<file path="src/rtl/freq_div_n.sv">
// Runtime-programmable integer clock divider: registered clk_out (high ceil(N/2)),
// a tick at each period start, and divisor changes deferred to period boundaries.
module freq_div_n #(
   parameter int CNT_W       = 8,
   parameter int DEFAULT_DIV = 2
) (
   input  logic             clk_in,
   input  logic             n_rst,
   input  logic             en,
   input  logic [CNT_W-1:0] div_in,
   input  logic             div_load,
   output logic             clk_out,
   output logic             tick,
   output logic [CNT_W-1:0] div_cur,
   output logic             upd_pend,
   output logic             load_err
);

   localparam logic [CNT_W-1:0] DEF_DIV = CNT_W'(DEFAULT_DIV);
   localparam logic [CNT_W-1:0] ONE     = CNT_W'(1);
   localparam logic [CNT_W-1:0] TWO     = CNT_W'(2);

   logic [CNT_W-1:0] cnt_q, cnt_d;
   logic [CNT_W-1:0] div_cur_q, div_cur_d;
   logic [CNT_W-1:0] pend_q, pend_d;
   logic             upd_pend_q, upd_pend_d;
   logic             clk_out_q, clk_out_d;
   logic             tick_q, tick_d;
   logic             load_err_q, load_err_d;
   logic             wrap;
   logic [CNT_W:0]   half;

   assign wrap = (cnt_q == (div_cur_q - ONE));
   // High time uses the divisor in effect after this edge; one extra bit avoids overflow.
   assign half = ({1'b0, div_cur_d} + {{CNT_W{1'b0}}, 1'b1}) >> 1;

   always_comb begin
      cnt_d      = cnt_q;
      div_cur_d  = div_cur_q;
      pend_d     = pend_q;
      upd_pend_d = upd_pend_q;
      clk_out_d  = clk_out_q;
      tick_d     = 1'b0;
      load_err_d = 1'b0;

      if (en) begin
         if (wrap) begin
            cnt_d  = '0;
            tick_d = 1'b1;
            if (upd_pend_q) begin
               div_cur_d  = pend_q;
               upd_pend_d = 1'b0;
            end
         end else begin
            cnt_d = cnt_q + ONE;
         end
         clk_out_d = ({1'b0, cnt_d} < half);
      end

      // A load on a wrap edge is applied after the wrap consumed the old pending value.
      if (div_load) begin
         if (div_in >= TWO) begin
            pend_d     = div_in;
            upd_pend_d = 1'b1;
         end else begin
            load_err_d = 1'b1;
         end
      end
   end

   always_ff @(posedge clk_in) begin
      if (!n_rst) begin
         cnt_q      <= DEF_DIV - ONE;
         div_cur_q  <= DEF_DIV;
         pend_q     <= DEF_DIV;
         upd_pend_q <= 1'b0;
         clk_out_q  <= 1'b0;
         tick_q     <= 1'b0;
         load_err_q <= 1'b0;
      end else begin
         cnt_q      <= cnt_d;
         div_cur_q  <= div_cur_d;
         pend_q     <= pend_d;
         upd_pend_q <= upd_pend_d;
         clk_out_q  <= clk_out_d;
         tick_q     <= tick_d;
         load_err_q <= load_err_d;
      end
   end

   assign clk_out  = clk_out_q;
   assign tick     = tick_q;
   assign div_cur  = div_cur_q;
   assign upd_pend = upd_pend_q;
   assign load_err = load_err_q;

endmodule

</file>
<file path="config.mk">
export PLATFORM = sky130hd
export DESIGN_NAME = freq_div_n
export DESIGN_NICKNAME = d
export VERILOG_FILES = /design/src/rtl/freq_div_n.sv
export SDC_FILE = /design/constraint.sdc
export NUM_CORES = 1
export LEC_CHECK = 0
export ABC_AREA = 1
export CAP_MARGIN = 20
export CORE_UTILIZATION = 40
export DETAILED_ROUTE_END_ITERATION = 10
export HOLD_SLACK_MARGIN = 0.15
export PLACE_DENSITY = 0.64
export SYNTH_ARGS = -nofsm -noshare
export SYNTH_HDL_FRONTEND = slang
export SYNTH_SLANG_ARGS = --single-unit
</file>
<file path="constraint.sdc">
create_clock -name clk_in -period 4.3 [get_ports clk_in]
set_input_delay 0.86 -clock clk_in [delete_from_list [all_inputs] [get_ports clk_in]]
set_output_delay 0.86 -clock clk_in [all_outputs]
set_load 0.01 [all_outputs]
</file>
---- Word level (Yosys, flattened, before mapping) ----
Index checks and enable logic that the tools add are counted.
Widths: inputs -> output; s select.
storage, ports and cells
  register bits after elaboration ......... 28
  bits of input ports ..................... 12
  logic and storage cells ................. 27
operators by class
  add/sub/neg operators ................... 3
  order comparisons ....................... 2
  eq/ne operators ......................... 1
  multiplexer cells ....................... 11
  reduce and logical (&&, ||, !) cells .... 3
operators with widths
  cell                 number
  $mux 8               5
  $add 8x1->9 const B  1
  $add 8x1->8 const B  1
  $eq 8x8->1           1
  $ge 8x2->1 const B   1
  $lt 8x8->1           1
  $sub 8x1->8 const B  1
  $mux 1               6
  $reduce_and 2->1     3

---- Logic depth before layout (Yosys ltp) ----
Gate-level depths: netlist (run 1).
  depth after elaboration ................. 6
  mapped depth ............................ 26
  gate-level depth less buffers ........... 26

---- Worst setup path after synthesis (run 1) ----
OpenSTA, ideal clock, no wires.
  kind .................................... register to register
  start point ............................. register div_cur_q[0], in the netlist div_cur[0]
  end point ............................... register clk_out_q, in the netlist clk_out
  arrival time ............................ 3.142 ns
  path slack .............................. 1.088 ns
  cell stages (with the launch flop) ...... 23
  buffers on the path ..................... 0
  period minus slack after synthesis ...... 3.212 ns
  cells stage by stage .................... dfxtp_1 > inv_2 > ha_1 > or2_1 > nand3_1 > nand2_1 > inv_1 > nand2_2 > nor2_4 > nand2_4 > nor2_8 > nand2_4 > o21ai_2 > inv_1 > ha_1 > nand4_1 > nand2_1 > ha_1 > a21oi_1 > nor2_1 > a2111oi_0 > nand2_1 > a21oi_1
between the ends
  longest elaborated chain between the ends .. 6
  elaborated cells on any way between the ends .. 9
RTL lines
  item                      RTL line  RTL
  start: declaration        24        logic [CNT_W-1:0] div_cur_q, div_cur_d;
  start signal: assignment  82        div_cur_q <= div_cur_d;
  $sub 8x1->8               33        assign wrap = (cnt_q == (div_cur_q - ONE));
  $eq 8x8->1                33
  $mux 8                    47        if (wrap) begin
  $mux 8 (*)                46        if (en) begin
  net div_cur_d[0]          24
  $add 8x1->9 (*)           35        assign half = ({1'b0, div_cur_d} + {{CNT_W{1'b0}}, 1'b1}) >> 1;
  $lt 8x8->1 (*)            57        clk_out_d = ({1'b0, cnt_d} < half);
  end signal: assignment    85        clk_out_q <= clk_out_d;
  end: declaration          27        logic clk_out_q, clk_out_d;
The timed path passes the listed nets; every way through them passes the cells marked *. The select of a mux whose other input is x is not followed.
A chain may end at the register's enable or synchronous reset.

---- Worst setup path in the final report (run 1) ----
  start point ............................. input port en
  end point ............................... register clk_out_q, in the netlist clk_out
between the ends
  longest elaborated chain between the ends .. 3
RTL lines
  item                RTL line  RTL
  start: declaration  9         input logic en,
  $mux 8              46
  net div_cur_d[0]    24
  $add 8x1->9         35
  $lt 8x8->1          57
The timed path passes the listed nets, and every way through them passes these cells.

==> key figures, run 1 <==
Worst setup path
  • Setup crit end kind: register
  • CP Launch Type: primary input
  • CP Max Fanout: 11
  • Crit Path Category: primary input to register
  • Worst Path Required: 4.51 ns
  • CP Data Arrival Time: 3.88 ns

Route
  • DRC viols: 4
  • Number of DRC markers in iteration 0: 89
  • DR WL/cell: 12.0 µm
  • Vias: 1700
  • Vias per cell: 4.80
  • Antenna Nets Post-Route: 0
  • Final WL: 4230 µm
  • Drt pass-1 iters: 7

CTS
  • Clock Sinks: 28
  • CTS Root Cell: clkbuf_8
  • Hold_buf cts: 0
  • H-tree depth: 1
  • CTS resizes: 0
  • Setup bufs post-CTS: 0
  • CTS Buffer Depth: 2
  • Worst skew pair latency: 0.28 ns
  • CTS tree: built
  • Cts bufs inserted: 3
  • Clock slew at the register clock pins of the worst setup and hold paths: 0.10 ns

Power and ir drop
  • Clock network power share: 0.320
  • Comb pwr share: 0.239
  • Sw Ratio: 0.296
  • Switch Pwr: 0.000195 W
  • Flop pwr share: 0.441
  • Maximum vdd drop: 0.000154 V
  • Pwr dens: 296 mW/mm²
  • Leak Pwr: 1.03 nW
  • Internal power: 0.000464 W

Global route
  • Largest net degree at the start of global routing: 17
  • Vias in the first global route: 1663
  • Initial antenna violation count: 0
  • First-pass GRT wire length: 7480 µm
  • Total grt overflow: 0
  • Global-route usage over all layers: 0.186

Synth
  • Seq cells post-synth: 28
  • Synth Warn #: 0
  • Distinct cells, synth: 32
  • Post-synthesis cell count: 280
  • Mean post-synth cell area: 6.73 µm²
  • Post-synth design cell area: 0.00189 mm²
  • Sequential area share after synthesis: 0.297
  • Syn nets: 302

Job
  • Max-cap violations: 0

Place
  • I/O Buffers: 23
  • Gpl congestion: 0.864
  • Placed Instances: 350
  • Setup WS pre-CTS: 0.358 ns
  • DP HPWL: 3350 µm

Status
  • Status: complete, but fails checks
  • Failing checks: design-rule violations

Timing
  • Worst-Margin Slew: 0.492 ns
  • Clock skew: 0.00391 ns
  • Fin crit period: 3.67 ns
  • Setup TNS: 0 ns
  • Fin. max-slew vios: 0
  • Final Setup Violations: 0
  • Final hold slack: 0.474 ns
  • Hold Fails Final Rpt: 0
  • RSZ-0062 raised after global routing: false
  • Normalized max-slew margin: 0.672
  • Fin crit share: 0.852
  • Fmax: 0.273 GHz
  • Setup ws final: 0.634 ns

Die
  • Die H: 70.7 µm
  • Die X: 70.7 µm
  • Core Area: 0.00444 mm²
  • I/O pins: 24
  • Rows: 24
  • Die area: 0.00499 mm²
  • Initial core utilization: 0.424

Layout
  • Antenna Cells: 0
  • Post-route insts no fill: 354
  • Layout overhead on the synthesized area: 18.0%
  • Layout cells sized above 1: 0.132
  • Final Util: 0.501
  • Final nets: 325
  • Fill count: 468

Worst hold path
  • Hold WC Path Type: register to register
power groups by stage:
| stage | Sequential, W | Combinational, W | Clock, W |
|---|---|---|---|
| after global placement | 0.000297 | 0.000154 | 0 |
| final | 0.000291 | 0.000158 | 0.000211 |
| after global routing | 0.000293 | 0.000182 | 0.000225 |
| after detailed placement | 0.000297 | 0.000157 | 0 |
| after CTS | 0.000291 | 0.000159 | 0.000214 |
| after floorplan | 0.000293 | 0.000117 | 0 |
critical path, cell delays in order:
cell and delay [ns]:
clkdlybuf4s50_1 0.61, inv_1 0.27, nor2_8 0.26, nand2_4 0.12, o21ai_2 0.24, inv_1 0.07
ha_1 0.25, nand4_1 0.12, nand2_1 0.06, ha_1 0.30, a21oi_1 0.14, nor2_1 0.05
a2111oi_0 0.29, nand2_1 0.10, a21oi_1 0.13
layout make-up:
cell class                 count  area [µm²]  area share
timing repair buffer          23         230       0.103
tap                           52        65.1      0.0292
sequential                    28         561       0.252
clock inverter                 1        30.0      0.0135
multi-input combinational    210        1160       0.521
clock buffer                   3        41.3      0.0185
inverter                      37         139      0.0624
state kept, by name (all words and copies together) (netlist names):
name and flops:
cnt_q 8, tick 1, div_cur 8, load_err 1, upd_pend 1, pend_q 8, clk_out 1
cell usage in the layout (no fill, tap or decap), types with 4 or more instances in the layout:
| master | Yosys | routed |
|---|---|---|
| xor2_1 | 5 | 5 |
| nor2_4 | 4 | 4 |
| clkdlybuf4s50_1 | 0 | 23 |
| nand2_2 | 11 | 11 |
| nor2_2 | 4 | 4 |
| nand3_2 | 4 | 4 |
| nor2_1 | 45 | 45 |
| nand2_4 | 4 | 4 |
| a21oi_1 | 10 | 10 |
| dfxtp_1 | 28 | 28 |
| nand3_1 | 15 | 15 |
| nand2_1 | 63 | 63 |
| inv_1 | 30 | 30 |
| inv_2 | 6 | 6 |
| o21ai_0 | 16 | 16 |
| ha_1 | 10 | 10 |
cells by family after synthesis:
| family | count (synthesis) | synth area share |
|---|---|---|
| and+or+nand+nor | 158 | 0.407 |
| buffers and inverters | 42 | 0.0876 |
| AOI/OAI and AO/OA | 33 | 0.0956 |
| DFF | 28 | 0.297 |
| adders and majority gates | 10 | 0.0664 |
| xor gates and xnor gates | 9 | 0.0458 |
layer usage:
layer | share of wire | track usage | vias up
li1 | - | - | 933
met1 | 0.52 | 0.267 | 738
met2 | 0.44 | 0.305 | 24
met3 | 0.030 | 0.0142 | 5
met4 | 0.0094 | 0.0444 | 0
met5 | 0 | 0 | -
final timing paths:
check / from / to / slack [ns] / cells after the start
worst max-delay path: en / clk_out$_SDFFE_PN0P_ / 0.63 / 15
worst min-delay path: clk_out$_SDFFE_PN0P_ / clk_out$_SDFFE_PN0P_ / 0.47 / 2
worst max register to register: div_cur[0]$_SDFF_PN0_ / clk_out$_SDFFE_PN0P_ / 0.76 / 22
worst min register to register: clk_out$_SDFFE_PN0P_ / clk_out$_SDFFE_PN0P_ / 0.47 / 2
synthesized netlist by cell type:
cell type  number  area [µm²]
xor2_2          1        16.3
or4_1           1        7.51
nor2_8          1        20.0
o21ai_2         1        8.76
clkbuf_1        4        15.0
nor4_1          1        6.26
or2_1           1        6.26
dfxtp_1        28         561
xnor2_1         3        26.3
nand2_1        63         236
nor3_1          1        5.00
inv_2           6        22.5
o21ai_0        16        80.1
nand3_1        15        75.1
nor2_1         45         169
o21a_1          1        7.51
and3_1          1        6.26
nor2_4          4        45.0
nand4_1         2        12.5
inv_1          30         113
nand2_4         4        45.0
nand3_2         4        40.0
ha_1           10         125
a2111oi_0       1        8.76
nand2_2        11        68.8
a21oi_1        10        50.1
o21ai_1         2        10.0
xor2_1          5        43.8
a211oi_1        2        15.0
nor2_2          4        25.0
buf_6           1        11.3
clkinv_1        1        3.75
through the flow:
step	cell area [µm²]	total power, W
detailed placement	2150	0.000454
floorplan	1890	0.000410
global route	2230	0.000700
CTS	2230	0.000663
finish	2230	0.000659
global placement	2150	0.000452
Note: power is estimated with default switching activity, not from simulation.
==> run 2: changes to the inputs <==
Settings changed: CORE_UTILIZATION 40 to 45, PLACE_DENSITY 0.64 to 0.7.
==> run 2 against run 1 <==
The flow now finishes without violations. Clock skew is 0.0017 ns higher. First-iteration DRC count is 31% lower. Critical endpoint unchanged. Final area is 0.51% lower. Largest power group unchanged. Die area is 11% lower. Cell count is 0.28% lower. Sequential cell count stayed put. Combinational power hardly changed. Sequential share of layout area is 0.13 points higher. Highest routed layer unchanged.
==> key figures, run 2 (synthesis gave the netlist of run 1 again) <==
Route
  • Antenna Nets Post-Route: 0 (unchanged)
  • Drt pass-1 iters: 4 (-3)
  • DR WL/cell: 11.7 µm (-2.0%)
  • Vias per cell: 4.90 (+2.1%)
  • DRC viols: 0 (-4)
  • Final WL: 4140 µm (-2.2%)
  • Vias: 1731 (+1.8%)
  • Number of DRC markers in iteration 0: 61 (-31%)

Worst setup path
  • R2R depth: 22 (unchanged)
  • CP Max Fanout: 10 (-1)
  • CP Data Arrival Time: 3.79 ns (-0.09 ns)
  • Worst Path Required: 4.51 ns (about the same)
  • CP Launch Type: register
  • Setup crit end kind: register
  • Crit Path Category: register to register
  • RR Startpoint: div_cur[1]$_SDFF_PN1_
  • Reg2reg setup slack: 0.72 ns (-0.04 ns)
  • Reg-to-Reg End: clk_out$_SDFFE_PN0P_

Layout
  • Layout overhead on the synthesized area: 17.5%
  • Fill count: 415 (-11%)
  • Commonest cells after routing, fill and taps aside: nand2_1 (63), nor2_1 (45), inv_1 (30)
  • Antenna Cells: 0 (unchanged)
  • Multi-input gate area: 0.00116 mm² (unchanged)
  • Final nets: 326 (+0.31%)
  • Register area: 561 µm² (unchanged)
  • Most common cell after layout, fill and taps aside: nand2_1
  • Layout cells sized above 1: 0.135 (+0.00286)
  • Design Area, Final: 0.00221 mm² (-0.51%)

Timing
  • Fin crit share: 0.833 (-0.0191)
  • Setup TNS: 0 ns (unchanged)
  • RSZ-0062 raised after global routing: false
  • Hold Fails Final Rpt: 0 (unchanged)
  • Clock skew: 0.00565 ns (+0.00174 ns)
  • Normalized max-slew margin: 0.673 (+0.000737)
  • Fin. max-slew vios: 0 (unchanged)
  • Fin crit period: 3.58 ns (-0.0822 ns)
  • Fmax: 0.279 GHz (+2.3%)
  • Worst-Margin Slew: 0.491 ns (-0.00110 ns)
  • Final Setup Violations: 0 (unchanged)
  • Setup ws final: 0.717 ns (+0.0822 ns)

Power and ir drop
  • Pwr dens: 275 mW/mm² (-7.2%)
  • Maximum vdd drop: 0.000166 V (+7.2%)
  • Leak Pwr: 1.03 nW (-0.21%)

CTS
  • H-tree depth: 1 (unchanged)
  • CTS Buffer Depth: 2 (unchanged)
  • CTS Root Cell: clkbuf_8
  • CTS resizes: 0 (unchanged)
  • Clock slew at the register clock pins of the worst setup and hold paths: 0.09 ns (about the same)
  • Worst skew pair latency: 0.28 ns (about the same)
  • CTS tree: built
  • Cts bufs inserted: 3 (unchanged)
  • Hold_buf cts: 0 (unchanged)
  • Setup bufs post-CTS: 0 (unchanged)
  • Clock Sinks: 28 (unchanged)

Global route
  • Initial antenna violation count: 0 (unchanged)
  • Total grt overflow: 0 (unchanged)
  • Global-route usage over all layers: 0.204 (+0.0186)
  • First-pass GRT wire length: 6870 µm (-8.2%)
  • Vias in the first global route: 1550 (-6.8%)
  • Largest net degree at the start of global routing: 16 (-1)

Place
  • Gpl congestion: 0.841 (-2.7%)
  • Setup WS pre-CTS: 0.447 ns (+0.0897 ns)
  • Placement Cell Area: 0.00216 mm² (+0.23%)
  • I/O Buffers: 23 (unchanged)
  • DP HPWL: 3260 µm (-2.5%)

Die
  • Initial core utilization: 0.471 (+0.0471)
  • Die area: 0.00445 mm² (-11%)
  • Core Area: 0.00400 mm² (-10%)
  • Die H: 66.7 µm (-5.6%)
  • Die X: 66.7 µm (-5.6%)
  • Rows: 23 (-4.2%)
  • I/O pins: 24 (unchanged)

Job
  • Max-cap violations: 0 (unchanged)

Worst hold path
  • WHS Endpoint: clk_out$_SDFFE_PN0P_
  • WHS Path Cells: 2 (unchanged)
  • Hold WC Path Type: register to register
  • Hold Startpoint: clk_out$_SDFFE_PN0P_

Status
  • Status: completed
==> run 2: cell types whose count changed in the layout (fill, tap and decap cells not counted), sizes merged <==
| cell | before | now |
|---|---|---|
| clkbuf | 3 | 4 |
| bufinv | 1 | 0 |
| buf | 0 | 1 |
==> run 2: worst max-delay path by stage <==
| stage | from | to | slack, ns | cells after the start |
|---|---|---|---|---|
| after floorplan | div_cur[0]$_SDFF_PN0_ | clk_out$_SDFFE_PN0P_ | 1.09 | 22 |
| after global placement | en | clk_out$_SDFFE_PN0P_ | 0.60 | 15 |
| after detailed placement | en | clk_out$_SDFFE_PN0P_ | 0.45 | 15 |
| after CTS | div_cur[1]$_SDFF_PN1_ | clk_out$_SDFFE_PN0P_ | 0.71 | 22 |
| after global routing | div_cur[1]$_SDFF_PN1_ | clk_out$_SDFFE_PN0P_ | 0.46 | 22 |
| final | div_cur[1]$_SDFF_PN1_ | clk_out$_SDFFE_PN0P_ | 0.72 | 22 |
==> run 2: cell type report <==
cell class	instances	share of cell area
clock buffer	4	0.0249
inverter	37	0.0627
multi-input combinational	210	0.524
sequential	28	0.253
tap	50	0.0282
timing repair buffer	24	0.107
==> run 2: metrics by stage <==
step / instances / hold slack, ns / util / total power [W]
floorplan: 280 / 0.441 / - / 0.000410
global placement: 349 / 0.458 / 0.540 / 0.000451
detailed placement: 349 / 0.468 / 0.540 / 0.000455
CTS: 353 / 0.482 / 0.554 / 0.000615
global route: 353 / 0.497 / 0.554 / 0.000650
finish: 353 / 0.479 / 0.554 / 0.000609
==> run 2: power by group <==
group | leakage, nW | total [W] | switching (W) | internal [W]
combinational | 0.772 | 0.000156 | 0.0000909 | 0.0000655
clock | 0.0288 | 0.000161 | 0.0000794 | 0.0000820
sequential | 0.230 | 0.000291 | 0.0000168 | 0.000274
==> run 2: routing by layer <==
| metal | up-vias | share of wire | track usage |
|---|---|---|---|
| li1 | 934 | - | - |
| met1 | 756 | 0.43 | 0.240 |
| met2 | 36 | 0.52 | 0.385 |
| met3 | 5 | 0.034 | 0.0154 |
| met4 | 0 | 0.012 | 0.0638 |
| met5 | - | 0 | 0 |
==> run 2: worst max-delay path, stage by stage (launching register included) <==
cell and delay (ns):
dfxtp_1 0.43, inv_1 0.07, ha_1 0.22, or2_1 0.23, nand3_1 0.07, nand2_1 0.05, inv_1 0.05, nand2_2 0.06
nor2_4 0.10, nand2_4 0.11, nor2_8 0.18, nand2_4 0.12, o21ai_2 0.23, inv_1 0.08, ha_1 0.26, nand4_1 0.13
nand2_1 0.06, ha_1 0.30, a21oi_1 0.14, nor2_1 0.05, a2111oi_0 0.36, nand2_1 0.10, a21oi_1 0.12
